<file path="config.mk">
export PLATFORM = sky130hd
export DESIGN_NAME = seleccionar_barcos_jugadores
export DESIGN_NICKNAME = d
export VERILOG_FILES = /design/src/rtl/seleccionar_barcos_jugadores.sv
export SDC_FILE = /design/constraint.sdc
export NUM_CORES = 1
export LEC_CHECK = 0
export CAP_MARGIN = 20
export CORE_MARGIN = 1
export CORE_UTILIZATION = 40
export CTS_CLUSTER_SIZE = 40
export DETAILED_ROUTE_END_ITERATION = 10
export PLACE_DENSITY_LB_ADDON = 0.1
export SLEW_MARGIN = 20
export SYNTH_ARGS = -nofsm -noshare
export SYNTH_HDL_FRONTEND = slang
export SYNTH_SLANG_ARGS = --single-unit
</file>
<file path="constraint.sdc">
create_clock -name clk -period 4.2 [get_ports clk]
set_input_delay 0.63 -clock clk [delete_from_list [all_inputs] [get_ports clk]]
set_output_delay 0.63 -clock clk [all_outputs]
set_load 0.02 [all_outputs]
</file>
<file path="src/rtl/seleccionar_barcos_jugadores.sv">
// Per-player ship-count selection with range check, undo and ready flag; 1-cycle registered latency, no backpressure.
// IGUALAR_CANTIDAD_EN: player 0's confirmed count is copied to every player in one step.
module seleccionar_barcos_jugadores #(
    parameter int NUM_JUGADORES = 2,
    parameter int ANCHO         = 3,
    parameter int MIN_BARCOS    = 1,
    parameter int MAX_BARCOS    = 5,
    localparam int JW           = (NUM_JUGADORES > 1) ? $clog2(NUM_JUGADORES) : 1
) (
    input  logic                           clk,
    input  logic                           reset,
    input  logic [ANCHO-1:0]               cantidadBarcosSeleccionar,
    input  logic                           botonSeleccionar,
    input  logic                           botonCancelar,
    output logic [NUM_JUGADORES*ANCHO-1:0] cantidadBarcosSeleccionada,
    output logic [JW-1:0]                  jugadorActual,
    output logic                           seleccionInvalida,
    output logic                           seleccionListo
);

    localparam logic [ANCHO-1:0] MIN_W   = ANCHO'(MIN_BARCOS);
    localparam logic [ANCHO-1:0] MAX_W   = ANCHO'(MAX_BARCOS);
    localparam logic [JW-1:0]    ULTIMO  = JW'(NUM_JUGADORES - 1);
    localparam int               BASE_UL = (NUM_JUGADORES - 1) * ANCHO;

    typedef enum logic {SELECCION = 1'b0, LISTO = 1'b1} estado_t;

    estado_t                        estado_q, estado_d;
    logic [NUM_JUGADORES*ANCHO-1:0] cuentas_q, cuentas_d;
    logic [JW-1:0]                  jugador_q, jugador_d;
    logic                           invalida_q, invalida_d;
    logic                           listo_q, listo_d;
    logic                           sel_prev_q, can_prev_q;

    logic evento_sel, evento_can, en_rango;

    assign evento_sel = botonSeleccionar & ~sel_prev_q;
    assign evento_can = botonCancelar & ~can_prev_q;
    assign en_rango   = (cantidadBarcosSeleccionar >= MIN_W) && (cantidadBarcosSeleccionar <= MAX_W);

    always_comb begin
        estado_d   = estado_q;
        cuentas_d  = cuentas_q;
        jugador_d  = jugador_q;
        listo_d    = listo_q;
        invalida_d = 1'b0;
        if (estado_q == SELECCION) begin
            // Cancel has priority; a simultaneous confirm is dropped silently.
            if (evento_can) begin
`ifndef IGUALAR_CANTIDAD_EN
                if (jugador_q != '0) begin
                    for (int j = 0; j < NUM_JUGADORES; j++) begin
                        if (j == int'(jugador_q) - 1) cuentas_d[j*ANCHO +: ANCHO] = '0;
                    end
                    jugador_d = jugador_q - 1'b1;
                end
`endif
            end else if (evento_sel) begin
                if (en_rango) begin
`ifdef IGUALAR_CANTIDAD_EN
                    for (int j = 0; j < NUM_JUGADORES; j++) begin
                        cuentas_d[j*ANCHO +: ANCHO] = cantidadBarcosSeleccionar;
                    end
                    estado_d = LISTO;
                    listo_d  = 1'b1;
`else
                    for (int j = 0; j < NUM_JUGADORES; j++) begin
                        if (j == int'(jugador_q)) cuentas_d[j*ANCHO +: ANCHO] = cantidadBarcosSeleccionar;
                    end
                    if (jugador_q == ULTIMO) begin
                        estado_d = LISTO;
                        listo_d  = 1'b1;
                    end else begin
                        jugador_d = jugador_q + 1'b1;
                    end
`endif
                end else begin
                    invalida_d = 1'b1;
                end
            end
        end else if (evento_can) begin
`ifdef IGUALAR_CANTIDAD_EN
            cuentas_d = '0;
            jugador_d = '0;
`else
            cuentas_d[BASE_UL +: ANCHO] = '0;
            jugador_d = ULTIMO;
`endif
            listo_d  = 1'b0;
            estado_d = SELECCION;
        end
    end

    always_ff @(posedge clk or negedge reset) begin
        if (!reset) begin
            estado_q   <= SELECCION;
            cuentas_q  <= '0;
            jugador_q  <= '0;
            invalida_q <= 1'b0;
            listo_q    <= 1'b0;
            sel_prev_q <= 1'b0;
            can_prev_q <= 1'b0;
        end else begin
            estado_q   <= estado_d;
            cuentas_q  <= cuentas_d;
            jugador_q  <= jugador_d;
            invalida_q <= invalida_d;
            listo_q    <= listo_d;
            sel_prev_q <= botonSeleccionar;
            can_prev_q <= botonCancelar;
        end
    end

    assign cantidadBarcosSeleccionada = cuentas_q;
    assign jugadorActual              = jugador_q;
    assign seleccionInvalida          = invalida_q;
    assign seleccionListo             = listo_q;

endmodule
</file>
==> results of run 1 <==
-- per-stage QoR --
step	utilization, %	cells	cell area (µm²)	total power, mW	worst slack, ps
after floorplan	-	48	573	0.249	2650
after global placement	56.0	77	738	0.321	1910
after detailed placement	56.0	77	738	0.320	1870
after CTS	58.8	81	774	0.413	2080
after global routing	58.8	81	774	0.434	2010
final	58.8	81	774	0.407	2090
-- metal layers --
metal  part of all wire (%)  track usage, %  routed length, µm
met5                      0               0                  0
met4                      0            5.17                  0
met3                    4.9            3.41                 54
met2                     43            23.4                477
met1                     52            25.4                581
-- power groups by stage --
stage | Clock, mW | Combinational, mW | Sequential (mW)
after floorplan | 0 | 0.0540 | 0.195
after global placement | 0 | 0.150 | 0.171
after detailed placement | 0 | 0.149 | 0.171
after CTS | 0.0935 | 0.151 | 0.168
after global routing | 0.0981 | 0.162 | 0.174
final | 0.0895 | 0.149 | 0.168
-- cells in the final DEF, fill, tap and decap left out --
cell / synthesis / layout
clkbuf_4: 0 / 3
clkdlybuf4s50_1: 0 / 15
o221ai_2: 1 / 1
a22o_1: 3 / 3
o21ai_0: 1 / 1
mux2i_1: 1 / 1
nor3_2: 1 / 1
and4_4: 1 / 1
inv_1: 2 / 2
clkbuf_8: 0 / 1
nand2b_1: 2 / 2
o2bb2ai_1: 3 / 3
ha_1: 2 / 2
o21bai_1: 1 / 1
a31oi_1: 1 / 1
inv_2: 1 / 1
and3_2: 1 / 1
a211oi_4: 1 / 1
a21oi_1: 3 / 3
nor2_1: 3 / 3
and3_1: 1 / 1
nand2_1: 1 / 1
a22oi_1: 2 / 2
nor4_1: 1 / 1
a2111oi_0: 1 / 1
a32oi_1: 1 / 1
dfrtp_1: 12 / 12
-- registers in the layout, indices dropped and copies added, names as in the netlist --
| name | cells |
|---|---|
| estado_q | 1 |
| seleccionListo | 1 |
| seleccionInvalida | 1 |
| jugadorActual | 1 |
| can_prev_q | 1 |
| sel_prev_q | 1 |
| cantidadBarcosSeleccionada | 6 |
-- worst paths after layout --
kind                                                             end  slack [ps]                                      start  cells past startpoint
setup reg to reg           cantidadBarcosSeleccionada[0]$_DFFE_PN0P_        2730                       can_prev_q$_DFF_PN0_                      5
hold reg to reg            cantidadBarcosSeleccionada[4]$_DFFE_PN0P_         510  cantidadBarcosSeleccionada[4]$_DFFE_PN0P_                      1
hold / removal             cantidadBarcosSeleccionada[4]$_DFFE_PN0P_         510  cantidadBarcosSeleccionada[4]$_DFFE_PN0P_                      1
max in group asynchronous  cantidadBarcosSeleccionada[5]$_DFFE_PN0P_        3130                                      reset                      1
min in group asynchronous                  jugadorActual$_DFFE_PN0P_         710                                      reset                      1
setup / recovery                                       jugadorActual        2090                  jugadorActual$_DFFE_PN0P_                      1
-- cell type report --
| class | count | area share (%) |
|---|---|---|
| sequential | 12 | 38.8 |
| tap | 15 | 2.42 |
| timing repair buffer | 15 | 19.4 |
| clock buffer | 4 | 4.68 |
| multi-input combinational | 32 | 33.3 |
| inverter | 3 | 1.45 |
-- cells by family after synthesis --
kind of cell               after synthesis  synth area share (%)
buffers and inverters                    4                  2.62
and+or+nand+nor                         11                  12.0
DFF                                     12                  52.4
adders and majority gates                2                  4.37
muxes                                    1                  1.75
AOI/OAI and AO/OA                       18                  26.9
==> flow_metrics.py, run 1 <==
metrics = {
    "clock_network": {
        "cts-root-buf": "clkbuf_4",
        "tritoncts": "yes",
        "post_cts_buffers": 0,
        "cts_buffer_depth": 2,
        "cts.sinks": 12,
        "htreeDepth": 1,
        "worstSkewPairLatency_ps": 260,
        "ctsHoldBuffers": 0,
        "path_clk_slew_ps": 80,
        "cts_buffers": 3,
        "post_cts_resized": 0,
    },
    "routing": {
        "drc": 0,
        "first_iter_violations": 4,
        "via_per_inst": 5.51,
        "via_count": 446,
        "ant_nets": 0,
        "wl_per_cell_um": 13.7,
        "wl_mm": 1.11,
        "drt_pre_antenna_iters": 5,
    },
    "global_route": {
        "antenna_found_initial": 0,
        "grt_pass1_wl_mm": 1.76,
        "overflow": 0,
        "grt_max_degree": 13,
        "grt.total_usage_pct": 16.8,
        "grt_pass1_vias": 389,
    },
    "critical_path": {
        "crit_fanout": 11,
        "cp_slowest_cell": "clkdlybuf4s50_1",
        "path_cells": "clkdlybuf4s50_1",
        "start_kind": "flip-flop",
        "arrival_ps": 1480,
        "cp_data_required_time_ps": 3570,
        "critPathMaxStageDelay_ps": 670,
        "crit_family": "buffers and inverters",
        "critical_path_class": "flip-flop to primary output",
        "cp.buffers_inverters": 1,
        "endpoint_kind": "primary output",
    },
    "final_layout": {
        "n_fill_cell": 113,
        "multiInputGateArea_um2": 258,
        "syn2layout_area_growth_pct": 35.2,
        "regArea_um2": 300,
        "antenna_cells": 0,
        "fin_nets": 76,
        "drive_gt1_share_pct": 15.2,
    },
    "floorplanning": {
        "io_pins": 16,
        "die_area_mm2": 0.00159,
        "rows": 13,
        "die_x_um": 39.9,
        "fp.coreArea_mm2": 0.00132,
        "die_y_um": 39.9,
        "initial_core_util_pct": 43.5,
    },
    "power": {
        "clkPwrFrac_pct": 22.0,
        "power_frac_seq_pct": 41.3,
        "power_switching_share_pct": 33.0,
        "power.density_mw_per_mm2": 526,
        "p_comb_share_pct": 36.7,
        "p_int_uw": 273,
        "p_leak_nw": 0.333,
        "p_switching_uw": 134,
        "ir_drop_uv": 252,
    },
    "place": {
        "io_buffers": 15,
        "gp_congestion": 0.822,
        "hpwl_um": 785,
    },
    "synth": {
        "ys_warn_count": 0,
        "synth-main-ff-cell": "dfrtp_1",
        "synth_most_common_cell": "dfrtp_1",
        "yosys.area.top_type": "dfrtp_1",
        "synth_cell_types": 25,
        "async_flop_share_pct": 100,
        "ys_ff_latch": 12,
        "synth_area_per_cell_um2": 11.9,
        "netlist_top_cells_count": "dfrtp_1, a21oi_1, a22o_1, nor2_1, o2bb2ai_1",
        "netlist_instances": 48,
        "synth_seq_area_share_pct": 52.4,
        "synth_edf_count": 0,
        "yosys.area.top_type_share_pct": 52.4,
        "synth_nets": 57,
        "synth.area.top_cells": "dfrtp_1, a22o_1, o2bb2ai_1",
        "synth_area_um2": 573,
    },
    "timing": {
        "period_minus_slack_ps": 2110,
        "fmax_mhz": 474,
        "worst_pin_slew_ps": 530,
        "fin_skew_ps": 4.65,
        "hold_ws_ps": 508,
        "setup_viol": 0,
        "finalCritPeriodShare_pct": 50.3,
        "max_slew_margin_pct": 64.6,
        "slew_violations": 0,
        "setup_tns_ps": 0,
        "rsz0062_at_grt": "no",
        "hold_viol_final": 0,
    },
    "status": {
        "outcome": "finished, final reports clean",
    },
    "flow_run": {
        "maxCapViolations": 0,
    },
    "min_path": {
        "hp-class": "flip-flop to flip-flop",
    },
}
Note: power is estimated with default switching activity, not from simulation.
==> inputs of run 2 (changes only) <==
==> constraint.sdc (replaced) <==
create_clock -name clk -period 1.7 [get_ports clk]
set_input_delay 0.255 -clock clk [delete_from_list [all_inputs] [get_ports clk]]
set_output_delay 0.255 -clock clk [all_outputs]
set_load 0.02 [all_outputs]
==> flow_metrics.py, run 2 (synthesized netlist as in run 1, its figures left out) <==
metrics = {
    "place": {
        "io_buffers": 15,
        "gp_congestion": 0.758,
        "hpwl_um": 939,
    },
    "timing": {
        "max_slew_margin_pct": 63.2,
        "fmax_mhz": 652,
        "hold_viol_final": 0,
        "slew_violations": 0,
        "finalCritPeriodShare_pct": 90.2,
        "setup_tns_ps": 0,
        "period_minus_slack_ps": 1530,
        "setup_viol": 0,
        "worst_pin_slew_ps": 551,
        "rsz0062_at_grt": "no",
        "fin_skew_ps": 1.60,
    },
    "final_layout": {
        "final_common_cell": "clkdlybuf4s50_1",
        "antenna_cells": 0,
        "mostFrequentLayoutCells": "clkdlybuf4s50_1, dfrtp_1, buf_4",
        "largest_reg_flops": 6,
        "post-route-util_pct": 64.5,
        "syn2layout_area_growth_pct": 48.3,
        "fin_nets": 86,
        "drive_gt1_share_pct": 26.3,
    },
    "floorplanning": {
        "initial_core_util_pct": 43.5,
        "io_pins": 16,
        "die_area_mm2": 0.00159,
        "die_x_um": 39.9,
        "fp.coreArea_mm2": 0.00132,
        "die_y_um": 39.9,
        "rows": 13,
    },
    "clock_network": {
        "post_cts_buffers": 0,
        "cts.sinks": 12,
        "htreeDepth": 1,
        "cts_buffers": 3,
        "post_cts_resized": 0,
        "path_clk_slew_ps": 80,
        "ctsHoldBuffers": 0,
        "cts_buffer_depth": 2,
        "tritoncts": "yes",
        "worstSkewPairLatency_ps": 270,
        "cts-root-buf": "clkbuf_4",
    },
    "status": {
        "outcome": "finished, final reports clean",
    },
    "power": {
        "power_frac_seq_pct": 38.2,
        "p_leak_nw": 0.382,
        "p_switching_uw": 347,
        "ir_drop_uv": 1050,
        "power_switching_share_pct": 33.3,
        "clkPwrFrac_pct": 22.1,
        "power.density_mw_per_mm2": 1230,
        "p_int_uw": 696,
        "p_comb_share_pct": 39.7,
    },
    "critical_path": {
        "cp.buffers_inverters": 1,
        "start_kind": "flip-flop",
        "cp_slowest_cell": "clkdlybuf4s50_1",
        "crit_family": "buffers and inverters",
        "endpoint_kind": "primary output",
        "cp_data_required_time_ps": 1440,
        "crit_fanout": 3,
        "path_cells": "clkdlybuf4s50_1",
        "arrival_ps": 1280,
        "critical_path_class": "flip-flop to primary output",
        "critPathMaxStageDelay_ps": 620,
    },
    "global_route": {
        "grt_pass1_vias": 420,
        "grt.total_usage_pct": 19.6,
        "grt_pass1_wl_mm": 1.86,
        "overflow": 0,
        "grt_max_degree": 13,
        "antenna_found_initial": 0,
    },
    "routing": {
        "first_iter_violations": 5,
        "wl_per_cell_um": 13.4,
        "drc": 0,
        "via_count": 487,
        "wl_mm": 1.22,
        "drt_pre_antenna_iters": 4,
        "ant_nets": 0,
        "via_per_inst": 5.35,
    },
    "flow_run": {
        "maxCapViolations": 0,
    },
    "min_path": {
        "hp-class": "input pin to asynchronous set/reset pin",
    },
}
[run 2: path summary, 6_finish.rpt]
path | start | endpoint | slack [ps] | depth (start not counted)
max | cantidadBarcosSeleccionada[2]$_DFFE_PN0P_ | cantidadBarcosSeleccionada[2] | 170 | 1
min | reset | seleccionInvalida$_DFF_PN0_ | 330 | 1
max reg2reg | can_prev_q$_DFF_PN0_ | cantidadBarcosSeleccionada[0]$_DFFE_PN0P_ | 360 | 5
min reg2reg | cantidadBarcosSeleccionada[5]$_DFFE_PN0P_ | cantidadBarcosSeleccionada[5]$_DFFE_PN0P_ | 510 | 1
max in group asynchronous | reset | sel_prev_q$_DFF_PN0_ | 1010 | 1
min in group clk | botonCancelar | can_prev_q$_DFF_PN0_ | 450 | 1
[run 2: power groups by stage]
stage / Combinational, mW / Clock, mW / Sequential [mW]
2_1_floorplan: 0.133 / 0 / 0.481
3_3_place_gp: 0.415 / 0 / 0.404
3_5_place_dp: 0.417 / 0 / 0.404
4_1_cts: 0.419 / 0.239 / 0.399
5_1_grt: 0.444 / 0.252 / 0.409
6_report: 0.414 / 0.231 / 0.399
[run 2: metrics by stage]
step / hold slack (ps) / std cells / power [mW] / cell area, µm² / setup WS, ps
after detailed placement: 497 / 87 / 0.821 / 813 / -135
after floorplan: -40.6 / 48 / 0.615 / 573 / 330
after CTS: 348 / 91 / 1.06 / 850 / 162
after global routing: 370 / 91 / 1.10 / 850 / 40.2
final: 333 / 91 / 1.04 / 850 / 167
after global placement: 492 / 87 / 0.819 / 813 / -70.0
[run 2: area by class of cell]
class	count	area [µm²]
clock buffer	4	36.3
fill	117	468
inverter	3	11.3
multi-input combinational	32	258
sequential	12	300
tap	15	18.8
timing repair buffer	25	225
[run 2: metal layers]
metal	up-vias	routed length [µm]	global-route usage (%)
li1	241	-	-
met1	229	592	22.7
met2	15	556	28.7
met3	2	64	8.52
met4	0	8	12.9
met5	-	0	0
==> inputs of run 3 (changes only) <==
--- a/config.mk
+++ b/config.mk
@@ -10,7 +10,9 @@
 export CORE_UTILIZATION = 40
 export CTS_CLUSTER_SIZE = 40
 export DETAILED_ROUTE_END_ITERATION = 10
+export GPL_ROUTABILITY_DRIVEN = 0
 export PLACE_DENSITY_LB_ADDON = 0.1
+export SKIP_LAST_GASP = 1
 export SLEW_MARGIN = 20
 export SYNTH_ARGS = -nofsm -noshare
 export SYNTH_HDL_FRONTEND = slang
==> results of run 3 <==
Final layout, timing and power as in run 2 (identical DEF).
